==> config.mk <==
export PLATFORM = sky130hd
export DESIGN_NAME = mux_rr_pipe
export DESIGN_NICKNAME = d
export VERILOG_FILES = /design/src/rtl/mux_pkg.sv /design/src/rtl/mux_rr_pipe_rr_arbiter.sv /design/src/rtl/mux_rr_pipe.sv
export SDC_FILE = /design/constraint.sdc
export NUM_CORES = 1
export LEC_CHECK = 0
export ABC_AREA = 1
export CAP_MARGIN = 10
export CORE_ASPECT_RATIO = 1.4
export CORE_MARGIN = 2
export CORE_UTILIZATION = 41
export CTS_CLUSTER_DIAMETER = 60
export DETAILED_ROUTE_END_ITERATION = 8
export PLACE_DENSITY = 0.81
export SETUP_SLACK_MARGIN = 0.3
export SLEW_MARGIN = 5
export SYNTH_ARGS = -nofsm -noshare
export SYNTH_HDL_FRONTEND = slang
export SYNTH_SLANG_ARGS = --single-unit
==> constraint.sdc <==
create_clock -name CLK -period 3.1 [get_ports CLK]
set_input_delay 0.775 -clock CLK [delete_from_list [all_inputs] [get_ports CLK]]
set_output_delay 0.775 -clock CLK [all_outputs]
set_load 0.01 [all_outputs]
==> src/rtl/mux_pkg.sv <==
// mux_pkg: shared definitions for the round-robin / fixed-select pipelined mux.
//   clog2      - ceiling log2, used to size channel-index fields
//   MODE_RR    - MODE value selecting round-robin arbitration
//   MODE_FIXED - MODE value selecting the channel named by SEL
package mux_pkg;

    localparam logic MODE_RR    = 1'b0;
    localparam logic MODE_FIXED = 1'b1;

    // Smallest r with 2**r >= value; callers guarantee value >= 2.
    function automatic int clog2(input int value);
        int r;
        r = 0;
        for (int i = 0; i < 31; i++) begin
            if ((32'sd1 <<< i) < value) begin
                r = i + 1;
            end else begin
                r = r;
            end
        end
        return r;
    endfunction

endpackage

==> src/rtl/mux_rr_pipe_rr_arbiter.sv <==
// rr_arbiter: round-robin grant generator holding the search pointer.
//   CLK     - clock
//   RST     - asynchronous active-low reset (pointer returns to channel 0)
//   REQ     - per-channel request vector
//   ADVANCE - pulses when an input transfer happens this cycle
//   LAST    - index of the channel that transferred; pointer moves just past it
//   GRANT   - combinational one-hot (or zero) grant, searching from the pointer
module rr_arbiter
    import mux_pkg::*;
#(
    parameter  int CH = 4,
    localparam int PW = clog2(CH)
) (
    input  logic          CLK,
    input  logic          RST,
    input  logic [CH-1:0] REQ,
    input  logic          ADVANCE,
    input  logic [PW-1:0] LAST,
    output logic [CH-1:0] GRANT
);

    logic [PW-1:0] ptr_q;
    logic [PW-1:0] ptr_d;
    logic [CH-1:0] grant_s;

    // Search ptr, ptr+1, ..., wrapping at CH; first requester found wins.
    always_comb begin
        logic found;
        int   idx;
        grant_s = '0;
        found   = 1'b0;
        for (int k = 0; k < CH; k++) begin
            idx = int'(ptr_q) + k;
            if (idx >= CH) begin
                idx = idx - CH;
            end else begin
                idx = idx;
            end
            if (!found && REQ[PW'(idx)]) begin
                grant_s[PW'(idx)] = 1'b1;
                found             = 1'b1;
            end else begin
                found = found;
            end
        end
    end

    // Pointer moves to the channel after the one just served, wrapping at CH-1
    // so non-power-of-two channel counts never leave the pointer out of range.
    always_comb begin
        ptr_d = ptr_q;
        if (ADVANCE) begin
            if (LAST == PW'(CH - 1)) begin
                ptr_d = '0;
            end else begin
                ptr_d = LAST + PW'(1);
            end
        end else begin
            ptr_d = ptr_q;
        end
    end

    // Pointer register.
    always_ff @(posedge CLK or negedge RST) begin
        if (!RST) begin
            ptr_q <= '0;
        end else begin
            ptr_q <= ptr_d;
        end
    end

    assign GRANT = grant_s;

endmodule

==> src/rtl/mux_rr_pipe.sv <==
// mux_rr_pipe: CH-channel valid/ready multiplexer with one registered output stage.
//   CLK, RST  - clock, asynchronous active-low reset
//   MODE, SEL - 0: round-robin arbitration; 1: fixed channel SEL (SEL >= CH never grants)
//   IN_DATA   - channel i in bits [i*WIDTH +: WIDTH]
//   IN_VALID  - per-channel valid
//   IN_READY  - per-channel ready, one-hot or zero, independent of IN_DATA
//   OUT_DATA  - registered selected word
//   OUT_CH    - registered index of the channel that supplied OUT_DATA
//   OUT_VALID - output register holds a word
//   OUT_READY - consumer accepts the word
module mux_rr_pipe
    import mux_pkg::*;
#(
    parameter  int CH    = 4,
    parameter  int WIDTH = 32,
    localparam int SELW  = clog2(CH)
) (
    input  logic              CLK,
    input  logic              RST,
    input  logic              MODE,
    input  logic [SELW-1:0]   SEL,
    input  logic [CH*WIDTH-1:0] IN_DATA,
    input  logic [CH-1:0]     IN_VALID,
    output logic [CH-1:0]     IN_READY,
    output logic [WIDTH-1:0]  OUT_DATA,
    output logic [SELW-1:0]   OUT_CH,
    output logic              OUT_VALID,
    input  logic              OUT_READY
);

    logic [WIDTH-1:0] out_data_q,  out_data_d;
    logic [SELW-1:0]  out_ch_q,    out_ch_d;
    logic             out_valid_q, out_valid_d;

    logic [CH-1:0]    rr_grant_s;
    logic [CH-1:0]    fixed_grant_s;
    logic [CH-1:0]    grant_s;
    logic [CH-1:0]    in_ready_s;
    logic             load_ok_s;
    logic             in_xfer_s;
    logic [WIDTH-1:0] sel_data_s;
    logic [SELW-1:0]  grant_idx_s;

    rr_arbiter #(.CH(CH)) u_rr_arbiter (
        .CLK     (CLK),
        .RST     (RST),
        .REQ     (IN_VALID),
        .ADVANCE (in_xfer_s),
        .LAST    (grant_idx_s),
        .GRANT   (rr_grant_s)
    );

    // Fixed-select decode: comparing SEL against every in-range index means an
    // out-of-range SEL simply matches nothing.
    always_comb begin
        fixed_grant_s = '0;
        for (int i = 0; i < CH; i++) begin
            fixed_grant_s[i] = IN_VALID[i] & (SEL == SELW'(i));
        end
    end

    // Grant/ready: output register can take a word when empty or draining now.
    always_comb begin
        load_ok_s = ~out_valid_q | OUT_READY;
        if (MODE == MODE_FIXED) begin
            grant_s = fixed_grant_s;
        end else begin
            grant_s = rr_grant_s;
        end
        in_ready_s = grant_s & {CH{load_ok_s}};
        in_xfer_s  = |(in_ready_s & IN_VALID);
    end

    // AND-OR data and index selection keyed by the one-hot grant.
    always_comb begin
        sel_data_s  = '0;
        grant_idx_s = '0;
        for (int i = 0; i < CH; i++) begin
            sel_data_s  = sel_data_s  | (IN_DATA[i*WIDTH +: WIDTH] & {WIDTH{grant_s[i]}});
            grant_idx_s = grant_idx_s | (SELW'(i) & {SELW{grant_s[i]}});
        end
    end

    // Output register next state: load wins over drain so a simultaneous
    // drain+load keeps OUT_VALID high with no bubble.
    always_comb begin
        out_data_d  = out_data_q;
        out_ch_d    = out_ch_q;
        out_valid_d = out_valid_q;
        if (in_xfer_s) begin
            out_data_d  = sel_data_s;
            out_ch_d    = grant_idx_s;
            out_valid_d = 1'b1;
        end else if (OUT_READY) begin
            out_valid_d = 1'b0;
        end else begin
            out_valid_d = out_valid_q;
        end
    end

    // Output register.
    always_ff @(posedge CLK or negedge RST) begin
        if (!RST) begin
            out_data_q  <= '0;
            out_ch_q    <= '0;
            out_valid_q <= 1'b0;
        end else begin
            out_data_q  <= out_data_d;
            out_ch_q    <= out_ch_d;
            out_valid_q <= out_valid_d;
        end
    end

    assign IN_READY  = in_ready_s;
    assign OUT_DATA  = out_data_q;
    assign OUT_CH    = out_ch_q;
    assign OUT_VALID = out_valid_q;

endmodule

==> results by group <==
Timing
  – Pins Over Slew Limit: 0
  – Unrepaired setup endpoints after global routing: true
  – Maximum operating frequency: around 0.37 GHz
  – Setup TNS: 0 ns
  – Setup violators final: 0
  – Final Hold Vio Count: 0
  – Clock Skew: 0.00845 ns
  – Post-layout min period: between 2 and 3 ns
  – Slew of the pin with the lowest slew margin: 0.839 ns
  – Tcrit/Tclk final: 87.7%
  – Rel. slew slack: roughly 44%

Job
  – Max-Cap Viols: 0

Cells and area
  – Fillers: around 740
  – Multi-input logic area: around 0.0022 sq mm
  – Net count of the finished layout: between 900 and 1,000
  – Share of layout cells above drive strength 1: about 13%
  – Area delta synth->final: 63.1%
  – N_diodes: 0
  – Reg area: 927 sq um

Hold path
  – Hold Path Class: flip-flop to flip-flop
  – Hold Path Depth: 2
  – Hold Crit Start: OUT_DATA[14]

Floorplan
  – Die width: 82.0 microns
  – IO Pins: around 180
  – Core area: between 0.008 and 0.009 sq mm
  – Die area: around 0.0093 sq mm
  – Initial Utilization: roughly 43%
  – Die Ht: 113 microns
  – FP Rows: 39

Worst setup path
  – Setup crit start kind: input port
  – CP arrival: slightly below 2 ns
  – Critical path startpoint: MODE
  – WP data required: 2.32 ns
  – CP Class: input port to output pin
  – Worst setup EP type: output pin
  – Reg2reg path depth: 15
  – Crit-path max FO: 4
  – R2r startpoint: u_rr_arbiter.ptr_q[0]

Global routing
  – Overall Global Routing Usage: approximately 29%
  – Vias in the first global route: 4,706
  – Largest net degree at the start of global routing: 38
  – First-pass GRT wire length: between 20,000 and 25,000 microns
  – Initial antenna violation count: 0
  – Overflow after GRT: 0

Synthesis
  – Post-synth top area cell: dfrtp_1
  – Synth async-reset ratio: 100%
  – List of most frequent post-synthesis cells: 202 x nand2_1, 143 x nand3_1, 85 x inv_1, 37 x dfrtp_1, 24 x o21ai_0
  – Post-Syn Instances: around 600
  – Syn_nets: 735
  – Top post-synthesis cells by area: dfrtp_1 27%, nand2_1 22%, nand3_1 21%
  – Most common cell in the netlist: nand2_1
  – Synthesized cell area: roughly 0.0035 sq mm
  – Post-synth top flop: dfrtp_1
  – Cell variety after synth: 23
  – Number of synthesized flops with an enable pin: 0
  – #FFs+latches synth: 37
  – Top-area cell type share of the netlist area: a little over a quarter
  – Mean post-synth cell area: between 5 and 6 sq um
  – Ys Warns: 0
  – Register area share after synthesis: 26.5%

Drt
  – Iter 0 DRT Violations: 380
  – Vias per inst: around 5.3
  – Vias: 4,610
  – Drt drc: 0
  – DR pass1 iterations: 5
  – Routed Antenna Nets: 0
  – Wirelength, routed: around 14,000 microns
  – Wire per inst: approximately 16 microns

Outcome
  – Outcome: finished clean

Power
  – Peak supply drop: about 0.51 mV
  – Pwr Density: between 700 and 800 mW/mm^2
  – Total power: roughly 4 mW
  – Leakage: 2.94 nW

Placement
  – Post-DP HPWL: 9860 microns
  – IO buf count: 176
  – GP Congestion: between 0.9 and 1

Clock tree
  – Clock Tree Root: clkbuf_16
  – # H-tree levels: 2
  – Clk_lat worst skew: ~0.29 ns
  – Clk buf depth: 2
  – Num CTS Buffers: 5
  – Clock sinks: 37
  – Worst-path clk slew: 0.05 ns
  – TritonCTS clock tree: yes
## report_power, final
group | switching (mW) | internal (mW) | total (mW) | leakage [nW]
clock | 0.201 | 0.295 | 0.496 | 0.0696
combinational | 1.55 | 1.18 | 2.73 | 2.42
sequential | 0.138 | 0.725 | 0.862 | 0.450
total | 1.89 | 2.20 | 4.09 | 2.94
## layer usage
metal	wire length [microns]	global-route usage, %	up-vias	part of all wire, %
met5	0	0	-	0
met4	578	14.2	0	4.2
met3	847	4.15	48	6.2
met2	7080	52.4	210	52
met1	5160	31.8	2129	38
li1	-	-	2223	-
## sequential cells by signal (all words and copies together) (netlist names)
register	count
OUT_DATA	32
OUT_CH	2
u_rr_arbiter.ptr_q	2
OUT_VALID	1
## timing repair
item                       CTS  global route
buffers inserted             2             0
gates cloned                 0             1
hold buffers                 0             0
pin swaps                    4            16
setup endpoints to repair   41            41
gates resized for setup     39            27
## cell families (layout without fill, tap and decap cells)
logic type | Yosys count | in the layout | share of synthesized area [%]
buf+inv | 122 | 302 | 14.9
compound gates | 47 | 47 | 7.03
simple gates | 375 | 376 | 48.6
fa+ha+maj | 8 | 8 | 2.87
flops | 37 | 37 | 26.5
## cell usage in the layout (no fill, tap or decap), drive strengths merged
| cell type | count |
|---|---|
| nand2 | 207 |
| clkinvlp | 1 |
| clkbuf | 5 |
| o31ai | 4 |
| buf | 40 |
| ha | 8 |
| dfrtp | 37 |
| nor2 | 16 |
| nand3 | 149 |
| o21ai | 40 |
| clkdlybuf4s50 | 165 |
| clkinv | 2 |
| a21oi | 3 |
| inv | 87 |
| dlygate4sd2 | 2 |
| nand4 | 4 |
## critical path, cell delays in order
cell and delay, ns:
clkdlybuf4s50_1 0.54, inv_2 0.08, o21ai_1 0.08, nor2_1 0.07, nand3_2 0.07, nand2_2 0.05
nor2_1 0.11, buf_2 0.15
## area by class of cell
type	count	area share, %
clock buffer	5	2.20
multi-input combinational	431	38.5
timing repair buffer	207	34.6
tap	102	2.24
sequential	37	16.3
clock inverter	3	0.308
inverter	87	5.82
## metrics by stage
stage / instances / util [%] / worst slack, ns / hold slack [ns] / area, sq um
finish: 872 / 69.4 / 0.381 / 0.482 / 5690
global route: 872 / 69.4 / 0.227 / 0.500 / 5690
CTS: 871 / 68.8 / 0.293 / 0.482 / 5640
detailed placement: 861 / 66.9 / -0.433 / 0.465 / 5480
global placement: 861 / 66.9 / -0.386 / 0.462 / 5480
floorplan: 589 / - / 0.307 / 0.479 / 3490
## worst paths after layout
kind                                    endpoint  slack (ns)
setup / recovery                     IN_READY[1]        0.38
min in group asynchronous           OUT_DATA[23]        0.59
hold / removal                      OUT_DATA[14]        0.48
hold reg to reg                     OUT_DATA[14]        0.48
max in group asynchronous  u_rr_arbiter.ptr_q[1]        1.93
setup reg to reg                    OUT_DATA[30]        0.44
(Power assumes the default switching activity.)
